==> src/rtl/ad_data_gen_pkg.sv <==
// ad_data_gen_pkg: shared encodings and constants for the ADC stand-in
// Holds mode and FSM encodings, the default mid-scale code and the dither LFSR constants.
package ad_data_gen_pkg;
  typedef enum logic [1:0] {
    MODE_MID  = 2'b00,
    MODE_RAMP = 2'b01,
    MODE_TRI  = 2'b10,
    MODE_HOLD = 2'b11
  } mode_e;
  typedef enum logic [1:0] {
    ST_IDLE   = 2'd0,
    ST_SETTLE = 2'd1,
    ST_RUN    = 2'd2
  } state_e;
  localparam logic [7:0]  DEF_MID_CODE = 8'd125;
  localparam logic [15:0] LFSR_SEED    = 16'hACE1;
  // feedback taps 16,14,13,11 as bit positions 15,13,12,10
  localparam logic [15:0] LFSR_TAPS    = 16'hB400;
endpackage

==> src/rtl/ad_data_gen_lfsr.sv <==
// ad_data_gen_lfsr: 16-bit Fibonacci LFSR supplying a 2-bit dither select
// Ports: clk_four sample clock, sys_rst_n async active-low reset (loads the seed),
//   dither = lfsr[1:0]. Only present when AD_DATA_GEN_NOISE_EN is defined.
`ifdef AD_DATA_GEN_NOISE_EN
module ad_data_gen_lfsr
  import ad_data_gen_pkg::*;
(
  input  logic       clk_four,
  input  logic       sys_rst_n,
  output logic [1:0] dither
);
  logic [15:0] lfsr;
  always_ff @(posedge clk_four or negedge sys_rst_n)
    if (!sys_rst_n) lfsr <= LFSR_SEED;
    else lfsr <= {lfsr[14:0], ^(lfsr & LFSR_TAPS)};
  assign dither = lfsr[1:0];
endmodule
`endif

==> src/rtl/ad_data_gen.sv <==
// ad_data_gen: ADC stand-in that holds mid-scale while settling, then emits test waveforms
// Ports: clk_four sample clock; sys_rst_n async active-low reset; start run enable (level);
//   mode 00 mid / 01 ramp / 10 triangle / 11 hold; hold_code constant for hold mode;
//   ad_data core code delayed PIPE_LAT cycles; settle_done high while running (not delayed).
// Optional: define AD_DATA_GEN_NOISE_EN to add +/-1 LFSR dither to RUN codes.
module ad_data_gen
  import ad_data_gen_pkg::*;
#(
  parameter int unsigned SETTLE_CYC = 6250,
  parameter logic [7:0]  MID_CODE   = DEF_MID_CODE,
  parameter int unsigned PIPE_LAT   = 3,
  parameter int unsigned STEP       = 1
) (
  input  logic       clk_four,
  input  logic       sys_rst_n,
  input  logic       start,
  input  logic [1:0] mode,
  input  logic [7:0] hold_code,
  output logic [7:0] ad_data,
  output logic       settle_done
);
  state_e      state, state_n;
  logic [15:0] cnt, cnt_n;
  logic [7:0]  pat, pat_n, core, core_n, raw;
  logic        dir_dn, dir_n, done_n, up_hit, dn_hit;
  logic [8:0]  up_sum, dn_dif;
  logic [7:0]  pipe [PIPE_LAT];
  // ninth bit catches overflow on the way up and borrow on the way down
  assign up_sum = {1'b0, pat} + 9'(STEP);
  assign dn_dif = {1'b0, pat} - 9'(STEP);
  assign up_hit = up_sum >= 9'd255;
  assign dn_hit = dn_dif[8] || dn_dif == 9'd0;
  always_comb begin
    state_n = state;
    cnt_n   = cnt;
    pat_n   = pat;
    dir_n   = 1'b0;
    done_n  = 1'b0;
    raw     = MID_CODE;
    if (!start) begin
      state_n = ST_IDLE;
      cnt_n   = '0;
      pat_n   = '0;
    end else begin
      case (state)
        ST_IDLE: state_n = ST_SETTLE;
        ST_SETTLE: begin
          cnt_n   = cnt + 16'd1;
          pat_n   = '0;
          state_n = cnt == 16'(SETTLE_CYC - 1) ? ST_RUN : ST_SETTLE;
        end
        default: begin
          done_n = 1'b1;
          raw    = mode == MODE_MID ? MID_CODE : mode == MODE_HOLD ? hold_code : pat;
          pat_n  = mode == MODE_RAMP ? up_sum[7:0] :
                   mode != MODE_TRI  ? pat :
                   dir_dn ? (dn_hit ? 8'd0 : dn_dif[7:0]) : (up_hit ? 8'd255 : up_sum[7:0]);
          dir_n  = mode == MODE_TRI && (dir_dn ? !dn_hit : up_hit);
        end
      endcase
    end
  end
`ifdef AD_DATA_GEN_NOISE_EN
  logic [1:0] dither;
  ad_data_gen_lfsr u_lfsr (.clk_four(clk_four), .sys_rst_n(sys_rst_n), .dither(dither));
  // dither saturates so full-scale codes never wrap
  assign core_n = !done_n ? raw :
                  (dither == 2'b01 && raw != 8'd255) ? raw + 8'd1 :
                  (dither == 2'b10 && raw != 8'd0)   ? raw - 8'd1 : raw;
`else
  assign core_n = raw;
`endif
  always_ff @(posedge clk_four or negedge sys_rst_n) begin
    if (!sys_rst_n) begin
      state       <= ST_IDLE;
      cnt         <= '0;
      pat         <= '0;
      dir_dn      <= 1'b0;
      core        <= MID_CODE;
      settle_done <= 1'b0;
      for (int i = 0; i < PIPE_LAT; i++) pipe[i] <= MID_CODE;
    end else begin
      state       <= state_n;
      cnt         <= cnt_n;
      pat         <= pat_n;
      dir_dn      <= dir_n;
      core        <= core_n;
      settle_done <= done_n;
      pipe[0]     <= core;
      for (int i = 1; i < PIPE_LAT; i++) pipe[i] <= pipe[i-1];
    end
  end
  assign ad_data = pipe[PIPE_LAT-1];
endmodule

==> config.mk <==
export PLATFORM = sky130hd
export DESIGN_NAME = ad_data_gen
export DESIGN_NICKNAME = d
export VERILOG_FILES = /design/src/rtl/ad_data_gen_pkg.sv /design/src/rtl/ad_data_gen_lfsr.sv /design/src/rtl/ad_data_gen.sv
export SDC_FILE = /design/constraint.sdc
export NUM_CORES = 1
export LEC_CHECK = 0
export BUFFER_PORTS_ARGS = -buffer_cell sky130_fd_sc_hd__buf_2
export CORE_ASPECT_RATIO = 0.6
export CORE_MARGIN = 2
export CORE_UTILIZATION = 45
export CTS_CLUSTER_DIAMETER = 150
export DETAILED_ROUTE_END_ITERATION = 6
export HOLD_SLACK_MARGIN = 0.15
export PLACE_DENSITY = 0.69
export SLEW_MARGIN = 25
export SYNTH_ARGS = -nofsm -noshare
export SYNTH_HDL_FRONTEND = slang
export SYNTH_HIERARCHICAL = 1
export SYNTH_SLANG_ARGS = --single-unit
export TNS_END_PERCENT = 100
==> constraint.sdc <==
create_clock -name clk_four -period 2.77 [get_ports clk_four]
set_input_delay 0.277 -clock clk_four [delete_from_list [all_inputs] [get_ports clk_four]]
set_output_delay 0.277 -clock clk_four [all_outputs]
set_load 0.1 [all_outputs]
==> results of run 1 <==
[cells by family after synthesis]
logic type / Yosys count / share of synthesized area
flops: 60 / 0.507
buf+inv: 32 / 0.0501
xor+xnor: 18 / 0.0522
compound gates: 71 / 0.159
fa+ha+maj: 6 / 0.0248
simple gates: 117 / 0.204
mux: 1 / 0.00331
[through the flow]
stage          cell area, um2  std cells  total power [mW]  utilization
2_1_floorplan            3020        305             0.942            -
3_3_place_gp             3180        397             0.983        0.482
3_5_place_dp             3180        397             0.983        0.482
4_1_cts                  3420        418              1.76        0.519
5_1_grt                  3420        419              1.81        0.519
6_report                 3420        419              1.73        0.519
[flip-flops by register name, summed over array words and instances (netlist names)]
name,cells
cnt,16
dir_dn,1
state,2
core,8
pat,8
ad_data,8
pipe,16
settle_done,1
[synth_stat cells (6+ instances only)]
master | n | area (um2)
o21ai_0 | 13 | 65.1
nand2_1 | 33 | 124
nor2_1 | 16 | 60.1
a21oi_1 | 16 | 80.1
xnor2_1 | 13 | 114
nor4_1 | 8 | 50.1
ha_1 | 6 | 75.1
buf_4 | 8 | 60.1
nand3_1 | 9 | 45.0
nand4_1 | 7 | 43.8
dfstp_2 | 24 | 631
nor2b_1 | 6 | 37.5
inv_1 | 7 | 26.3
o22ai_1 | 7 | 43.8
dfrtp_1 | 36 | 901
clkbuf_1 | 15 | 56.3
and2_1 | 14 | 87.6
[path summary, 6_finish.rpt]
path	startpoint	to	slack (ns)	cells past startpoint
max	pat[0]	pat[4]	0.21	8
min	hold_code[5]	core[5]	0.17	3
max reg2reg	pat[0]	pat[4]	0.21	8
min reg2reg	pipe[15]	ad_data[7]	0.35	0
max in group asynchronous	sys_rst_n	pat[3]	1.56	3
min in group asynchronous	sys_rst_n	cnt[11]	0.54	2
[power by group]
part / total (mW) / switching [mW] / internal (mW)
Combinational: 0.0867 / 0.0537 / 0.0330
Sequential: 0.886 / 0.00403 / 0.882
Clock: 0.758 / 0.374 / 0.384
[tightest hold or removal path: cells and delay by family]
family,cells,cell delay (ns)
AOI/OAI and AO/OA,1,0.06
and+or+nand+nor,1,0.06
buffers and inverters,1,0.09
[per-layer routing]
layer  vias up  GRT usage  share of wire
li1       1114          -              -
met1      1112      0.306           0.51
met2       100      0.263           0.38
met3        10     0.0792          0.094
met4         0     0.0696          0.015
met5         -          0              0
[repair_timing]
item,CTS,global route
hold endpoints to repair,16,0
resized for setup,0,0
hold buffers,5,0
[final cells by class]
class / count / share of cell area
sequential: 60 / 0.448
multi-input combinational: 213 / 0.392
timing repair buffer: 34 / 0.0629
clock buffer: 10 / 0.0435
tap: 87 / 0.0318
clock inverter: 6 / 0.0132
inverter: 8 / 0.00878
antenna: 1 / 0.000731
==> summary.md, run 1 <==
| Metric | Value |
|---|---|
| Final worst-path cycle share | `0.924` |
| Worst skew pair latency | `0.35 ns` |
| CTS tree | `done` |
| Initial antenna violation count | `1` |
| Drt wl/cell | `15.7 um` |
| Most frequent cells in the layout | `dfrtp_1, nand2_1, dfstp_2` |
| Synthesized cell area | `3020 um2` |
| Die area | `7410 um2` |
| Cts bufs inserted | `9` |
| DRT Pass-1 Iters | `4` |
| Max Slew Vio Count | `0` |
| CTS Root Cell | `clkbuf_8` |
| # rows | `23` |
| Syn_area_per_cell | `9.91 um2` |
| Sequential Area | `1530 um2` |
| Initial Utilization | `0.459` |
| Buf+Inv Stages, Crit Path | `1` |
| Vias in the first global route | `2,095` |
| Pwr per Cell Area | `506 nW/um2` |
| Core area | `6590 um2` |
| Max stage delay cell, worst path | `or4b_1` |
| Place WS | `0.271 ns` |
| CP top delay family | `simple AND/OR/NAND/NOR gates` |
| Seq/Total Area, Yosys | `0.507` |
| Slew headroom | `0.460` |
| Syn nets | `324` |
| Number of enable flip-flop cells after synthesis | `0` |
| Clock skew | `0.00528 ns` |
| Commonest non-fill, non-tap cell in the layout | `dfrtp_1` |
| Worst EP arrival | `2.80 ns` |
| Crit path kind | `reg -> reg` |
| Filler cells | `608` |
| Mapped Cells | `305` |
| Die W | `110 um` |
| Status | `finished, final reports clean` |
| Vias | `2,336` |
| Detailed placement HPWL | `4650 um` |
| Largest net degree at the start of global routing | `39` |
| Via/cell ratio | `5.58` |
| Static Leak | `1.46 nW` |
| Crit-path max FO | `7` |
| Critical Path Sink Type | `register` |
| CP Cell Sequence | `inv_1 -> ha_1 -> or4b_1 -> xor2_1 -> a31oi_1 -> o31ai_1 -> nor3_1 -> a221o_1` |
| DRC | `0` |
| Port Buffers | `21` |
| Netlist cell types | `50` |
| Final Hold Viols | `0` |
| Min-delay worst type | `in -> reg` |
| Final Setup Violations | `0` |
| Routed Antenna Nets | `0` |
| Num ports | `22` |
| Total global routing overflow | `0` |
| Gr usage total | `0.204` |
| Register bit total from synthesis | `60` |
| RSZ-0062 raised after global routing | `no` |
| H-tree depth | `3` |
| Setup WS post-layout | `0.210 ns` |
| Max Freq | `0.391 GHz` |
| Gpl congestion | `0.995` |
| Post-CTS setup buffer count | `0` |
| Final Net Count | `345` |
| Worst-Margin Slew | `0.809 ns` |
| TNS Setup | `0 ns` |
| Area grow syn2layout | `13.2%` |
| Hold_ws | `0.173 ns` |
| WL final | `6600 um` |
| CTS sink cnt | `60` |
| Die height | `67.5 um` |
| Longest Clk Path Bufs | `2` |
| Worst vdd ir | `0.000298 V` |
| Setup crit start kind | `register` |
| First-pass GRT wire length | `10,900 um` |
| Ys flop type | `dfrtp_1` |
| Largest stage delay, worst path | `0.62 ns` |
| Required @ worst endpoint | `3.01 ns` |
| Max-Cap Viols | `0` |
| Ys Warns | `6` |
| Layout cells sized above 1 | `0.230` |
| Tmin final | `2.56 ns` |
| Clk slew on worst S/H paths | `0.07 ns` |
| Multi-input logic area | `1340 um2` |
| FFs w/ async S/R, synth | `1.00` |
| Drt initial violations | `320` |
No activity file was read; power rests on OpenSTA's default activity.
==> inputs of run 2 (changes only) <==
Settings changed: PLACE_DENSITY 0.69 to 0.64.
Clock period 2.77 ns to 2.7 ns, I/O delays scaled along.
==> run 2 against run 1 <==
Against the previous run:
- global-route usage shrank 0.076 points
- largest power group unchanged
- critical path depth is the same
- final area shrank 0.18%
- critical path type unchanged
- flip-flop and latch count is the same
- sequential share of layout area grew 0.082 points
- non-clock buffer count grew 1
- worst setup slack lost 0.015 ns
- first-iteration DRC count shrank 32%
- power shrank 1.1%
- clock-buffer cell count shrank 1
- clock power shrank 6.1%
- routed wire length grew 4.1%
==> summary.md, run 2 (synthesis gave the netlist of run 1 again) <==
| Metric | Value |
|---|---|
| Cts hold-fix bufs | `3 (-2)` |
| Clk slew on worst S/H paths | `0.07 ns (about the same)` |
| Post-Route M1 WL | `3350 um (unchanged)` |
| CP top delay family | `compound AO/OA/AOI/OAI gates` |
| CTS sink cnt | `60 (unchanged)` |
| Tmin final | `2.51 ns (-0.0552 ns)` |
| Core area | `6590 um2 (unchanged)` |
| CTS tree | `done` |
| Max stage delay cell, worst path | `or4b_1` |
| CP Cell Sequence | `inv_1 -> ha_1 -> or4b_1 -> xor2_1 -> a31oi_1 -> o31ai_1 -> nor3_1 -> a221o_1` |
| Critical Path Sink Type | `register` |
| Slew headroom | `0.577 (+0.117)` |
| Final worst-path cycle share | `0.928 (+0.00352)` |
| Pint | `1.28 mW (-1.8%)` |
| Metal2 WL | `2820 um (+11%)` |
| Die height | `67.5 um (unchanged)` |
| Gate power share | `0.053 (+0.003)` |
| Drt initial violations | `218 (-32%)` |
| Via/cell ratio | `5.50 (-1.4%)` |
| Worst-Margin Slew | `0.632 ns (-0.177 ns)` |
| Final Net Count | `346 (+0.29%)` |
| Post_cts resized | `0 (unchanged)` |
| Clock Power Share | `0.416 (-0.022)` |
| Min-delay worst type | `in -> reg` |
| Commonest non-fill, non-tap cell in the layout | `dfrtp_1` |
| Switching share of power | `0.254 (+0.00495)` |
| Die area | `7410 um2 (unchanged)` |
| Initial antenna violation count | `0 (-1)` |
| Post-DP Area | `3210 um2 (+1.1%)` |
| Port Buffers | `21 (unchanged)` |
| Detailed placement HPWL | `4830 um (+3.8%)` |
| Num ports | `22 (unchanged)` |
| Vias | `2,303 (-1.4%)` |
| Drt wl/cell | `16.4 um (+4.1%)` |
| TNS Setup | `0 ns (unchanged)` |
| Crit-path max FO | `5 (-2)` |
| Gr usage total | `0.203 (-0.000763)` |
| Largest stage delay, worst path | `0.53 ns (-0.09 ns)` |
| Worst vdd ir | `0.000240 V (-19%)` |
| Die W | `110 um (unchanged)` |
| DRC | `0 (unchanged)` |
| Longest Clk Path Bufs | `2 (unchanged)` |
| Routed Antenna Nets | `0 (unchanged)` |
| Final Hold Viols | `0 (unchanged)` |
| Final Setup Violations | `0 (unchanged)` |
| Most frequent cells in the layout | `dfrtp_1, nand2_1, dfstp_2` |
| Status | `finished, final reports clean` |
| Crit path kind | `reg -> reg` |
| First-pass GRT wire length | `11,200 um (+2.5%)` |
| Gpl congestion | `0.959 (-3.6%)` |
| WL final | `6870 um (+4.1%)` |
| Required @ worst endpoint | `2.92 ns (-0.09 ns)` |
| CTS Root Cell | `clkbuf_8` |
| Layout cells sized above 1 | `0.238 (+0.00834)` |
| Setup crit start kind | `register` |
| Max layer used | `met4` |
| Buf+Inv Stages, Crit Path | `1 (unchanged)` |
| H-tree depth | `3 (unchanged)` |
| Area grow syn2layout | `13.0%` |
| Largest registers | `cnt: 16 flops, pipe: 16 flops` |
| Worst skew pair latency | `0.33 ns (-0.02 ns)` |
| Pwr per Cell Area | `501 nW/um2 (-0.94%)` |
| Design area | `3420 um2 (-0.18%)` |
| Max Slew Vio Count | `0 (unchanged)` |
| RSZ-0062 raised after global routing | `no` |
| Static Leak | `1.47 nW (+0.23%)` |
| Filler cells | `603 (-0.82%)` |
| DRT Pass-1 Iters | `4 (unchanged)` |
| Antenna cells | `0 (-1)` |
| Net switching power | `0.435 mW (+0.84%)` |
| Worst EP arrival | `2.73 ns (-0.07 ns)` |
| Sequential power share | `0.531 (+0.019)` |
| Max Freq | `0.399 GHz (+2.2%)` |
| Clock skew | `0.00652 ns (+0.00123 ns)` |
| Largest net degree at the start of global routing | `61 (+56%)` |
| Max-Cap Viols | `0 (unchanged)` |
| Total global routing overflow | `0 (unchanged)` |
| Initial Utilization | `0.459 (unchanged)` |
| Post-CTS setup buffer count | `0 (unchanged)` |
| # rows | `23 (unchanged)` |
| Vias in the first global route | `2,182 (+4.2%)` |
| Cts bufs inserted | `9 (unchanged)` |
| Met3 WL | `624 um (+0.81%)` |
-- run 2: changes by cell type in the layout (fill, tap and decap cells not counted), sizes merged --
cell,before,now
buf,29,32
clkbuf,10,9
clkinv,4,5
diode,1,0
dlygate4sd3,5,3
-- run 2: metrics by stage --
| step | power (mW) | worst slack, ns | std cells | util | hold WS (ns) |
|---|---|---|---|---|---|
| final | 1.71 | 0.195 | 419 | 0.518 | 0.164 |
| after detailed placement | 1.01 | 0.243 | 400 | 0.487 | 0.300 |
| after global placement | 1.01 | 0.305 | 400 | 0.487 | 0.297 |
| after CTS | 1.73 | 0.235 | 419 | 0.518 | 0.156 |
| after global routing | 1.79 | 0.0352 | 419 | 0.518 | 0.166 |
| after floorplan | 0.966 | 0.170 | 305 | - | -0.0256 |
-- run 2: worst paths after layout --
kind | startpoint | endpoint | slack (ns) | depth (start not counted)
hold reg to reg | pipe[15] | ad_data[7] | 0.34 | 0
setup / recovery | pat[0] | pat[4] | 0.19 | 8
setup reg to reg | pat[0] | pat[4] | 0.19 | 8
min in group asynchronous | sys_rst_n | pat[5] | 0.46 | 3
hold / removal | hold_code[3] | core[3] | 0.16 | 3
max in group asynchronous | sys_rst_n | ad_data[6] | 1.91 | 3
-- run 2: area by class of cell --
cell class	instances	area [um2]	area share
Clock buffer	9	124	0.0363
Clock inverter	7	51.3	0.0150
Inverter	8	30.0	0.00879
Multi-Input combinational cell	213	1340	0.392
Sequential cell	60	1530	0.448
Tap cell	87	109	0.0319
Timing Repair Buffer	35	230	0.0674
-- run 2: power by group through the flow --
stage	combinational, mW	clock, mW	sequential [mW]
floorplan	0.0423	0	0.924
global placement	0.0879	0	0.924
detailed placement	0.0886	0	0.924
CTS	0.0921	0.733	0.909
global route	0.104	0.776	0.909
finish	0.0905	0.712	0.909
-- run 2: worst min-delay path: stages --
cell and delay [ns]:
buf_2 0.08, o22ai_1 0.06, nand2_1 0.07
-- run 2: routing by layer --
metal / vias to the layer above / GRT usage
li1: 1114 / -
met1: 1103 / 0.297
met2: 79 / 0.276
met3: 7 / 0.0637
met4: 0 / 0.0839
met5: - / 0
==> inputs of run 3 (changes only) <==
--- a/config.mk
+++ b/config.mk
@@ -9,3 +9,3 @@
 export CORE_ASPECT_RATIO = 0.6
-export CORE_MARGIN = 2
+export CORE_MARGIN = 1
 export CORE_UTILIZATION = 45
--- a/constraint.sdc
+++ b/constraint.sdc
@@ -3,2 +3,2 @@
 set_output_delay 0.27 -clock clk_four [all_outputs]
-set_load 0.1 [all_outputs]
+set_load 0.02 [all_outputs]
==> run 3 against run 2 <==
Against the previous run:
- power up 12%
- register-to-register slack improved by 0.02 ns
- combinational power about the same
- first-iteration DRC count shrank 21%
- worst hold slack improved by 0.020 ns
- final cell count grew 0.72%
- maximum frequency increased by 0.68%
- non-clock buffer count up 5
- via count increased by 3.0%
==> summary.md, run 3 (synthesis gave the netlist of run 1 again) <==
| Metric | Value |
|---|---|
| Gpl congestion | `0.978 (+2.0%)` |
| Initial Utilization | `0.480 (+0.0209)` |
| Drt wl/cell | `16.3 um (-0.65%)` |
| Vias | `2,372 (+3.0%)` |
| Max-Cap Viols | `0 (unchanged)` |
| Tot Pwr | `1.91 mW (+12%)` |
| Filler cells | `566 (-6.1%)` |
| CP top delay family | `compound AO/OA/AOI/OAI gates` |
| Setup crit start kind | `register` |
| Critical Path Sink Type | `register` |
| Reg2reg end | `pat[1]` |
| Clk slew on worst S/H paths | `0.07 ns (about the same)` |
| Worst r2r src | `pat[1]` |
| Static Leak | `1.52 nW (+3.7%)` |
| Clock skew | `0.00761 ns (+0.00109 ns)` |
| CTS tree | `done` |
| Worst EP arrival | `2.74 ns (about the same)` |
| Max Freq | `0.402 GHz (+0.68%)` |
| # rows | `22 (-4.3%)` |
| Largest registers | `cnt: 16 flops, pipe: 16 flops` |
| Worst-Margin Slew | `0.624 ns (-0.00837 ns)` |
| Pwr per Cell Area | `544 nW/um2 (+8.5%)` |
| Hold Path Stages | `3 (unchanged)` |
| RSZ-0062 raised after global routing | `no` |
| Longest Clk Path Bufs | `2 (unchanged)` |
| Crit path kind | `reg -> reg` |
| Num ports | `22 (unchanged)` |
| Die height | `65.5 um (-3.0%)` |
| Final Net Count | `351 (+1.4%)` |
| Die area | `7060 um2 (-4.7%)` |
| Required @ worst endpoint | `2.95 ns (+0.03 ns)` |
| Min-delay worst type | `in -> reg` |
| Die W | `108 um (-1.8%)` |
| GR Util met2 | `0.282 (+0.00598)` |
| CTS sink cnt | `60 (unchanged)` |
| Routed Antenna Nets | `0 (unchanged)` |
| Hold path startpoint | `hold_code[4]` |
| Worst Hold End | `core[4]` |
| Final Hold Viols | `0 (unchanged)` |
| Most frequent cells in the layout | `dfrtp_1, nand2_1, dfstp_2` |
| Slew headroom | `0.582 (+0.00560)` |
| Worst vdd ir | `0.000387 V (+61%)` |
| GR met1 Demand/Resource | `0.336 (+0.0395)` |
| Area grow syn2layout | `16.4%` |
| Worst skew pair latency | `0.34 ns (about the same)` |
| DRC | `0 (unchanged)` |
| Detailed placement HPWL | `4890 um (+1.3%)` |
| Final Setup Violations | `0 (unchanged)` |
| First-pass GRT wire length | `11,200 um (+0.68%)` |
| Final worst-path cycle share | `0.922 (-0.00629)` |
| Largest stage delay, worst path | `0.55 ns (+0.02 ns)` |
| R2R setup slack | `0.21 ns (+0.02 ns)` |
| WL final | `6870 um (about the same)` |
| Max Slew Vio Count | `0 (unchanged)` |
| Worst R2R Path Depth | `9 (+1)` |
| Port Buffers | `21 (unchanged)` |
| Initial antenna violation count | `1 (+1)` |
| Tmin final | `2.49 ns (-0.0170 ns)` |
| Largest net degree at the start of global routing | `51 (-16%)` |
| H-tree depth | `3 (unchanged)` |
| Crit-path max FO | `12 (+7)` |
| Total global routing overflow | `0 (unchanged)` |
| M3 GR Usage | `0.0675 (+0.00375)` |
| Max stage delay cell, worst path | `or4b_1` |
| CTS Root Cell | `clkbuf_8` |
| CP Cell Sequence | `inv_1 -> ha_1 -> or4b_1 -> xor2_1 -> a31oi_1 -> o31ai_1 -> buf_4 -> o21a_1 -> o21ai_1` |
| GR peak layer | `met1` |
| Buf+Inv Stages, Crit Path | `2 (+1)` |
| Commonest non-fill, non-tap cell in the layout | `dfrtp_1` |
| Vias in the first global route | `2,156 (-1.2%)` |
| Core area | `6300 um2 (-4.3%)` |
| Dpl cells | `402 (+0.50%)` |
| Utilization after layout | `0.558 (+0.0400)` |
| Layout cells sized above 1 | `0.252 (+0.0143)` |
| Cts bufs inserted | `9 (unchanged)` |
| Drt initial violations | `172 (-21%)` |
| Via/cell ratio | `5.62 (+2.3%)` |
| TNS Setup | `0 ns (unchanged)` |
| Post-CTS setup buffer count | `0 (unchanged)` |
| Non-filler cells in the finished layout | `422 (+0.72%)` |
| Status | `finished, final reports clean` |
| DRT Pass-1 Iters | `5 (+1)` |
| Gr usage total | `0.221 (+0.0174)` |
==> run 3: changes by cell type in the layout (fill, tap and decap cells not counted), sizes merged <==
cell,change
clkinv,-5
diode,+1
buf,+5
clkbuf,+5
==> run 3: worst reg2reg max path, cell delays in order, from the launching register on <==
cell and delay (ns):
dfrtp_2 0.50, inv_1 0.11, ha_1 0.24, or4b_1 0.55
xor2_1 0.18, a31oi_1 0.25, o31ai_1 0.12, buf_4 0.15
o21a_1 0.16, o21ai_1 0.14
==> run 3: metal layers <==
layer,vias up,part of all wire
met5,-,0
met4,0,0.013
met3,12,0.089
met2,111,0.39
met1,1116,0.50
li1,1133,-
==> run 3: stage by stage <==
stage / hold slack [ns] / area, um2 / worst slack, ns
floorplan: -0.0256 / 3020 / 0.170
global placement: 0.172 / 3240 / 0.279
detailed placement: 0.182 / 3240 / 0.195
CTS: 0.151 / 3520 / 0.176
global route: 0.162 / 3520 / 0.0326
finish: 0.184 / 3520 / 0.212
==> run 3: worst max path at each step <==
stage,from,to,cells after the start
final,pat[1],pat[1],9
after global routing,pat[1],pat[4],8
after CTS,pat[1],pat[1],9
after detailed placement,pat[1],pat[1],9
after global placement,pat[1],pat[4],8
after floorplan,pat[0],pat[4],10
==> run 3: power by group <==
group	switching [mW]	internal, mW	leakage (nW)
clock	0.358	0.555	0.125
combinational	0.0564	0.0343	0.645
sequential	0.00449	0.905	0.750
total	0.419	1.49	1.52
==> run 3: area by class of cell <==
cell class / instances / area (um2) / area share
Antenna cell: 1 / 2.50 / 0.000711
Clock inverter: 2 / 15.0 / 0.00427
Tap cell: 84 / 105 / 0.0299
Timing Repair Buffer: 40 / 268 / 0.0761
Sequential cell: 60 / 1530 / 0.435
Inverter: 8 / 30.0 / 0.00853
Clock buffer: 14 / 226 / 0.0643
Multi-Input combinational cell: 213 / 1340 / 0.381
==> run 3: timing repair <==
action | CTS | global route
setup endpoints to repair | 0 | 3
endpoints found under the hold margin | 12 | 0
hold buffers | 3 | 0
resized for setup | 0 | 1
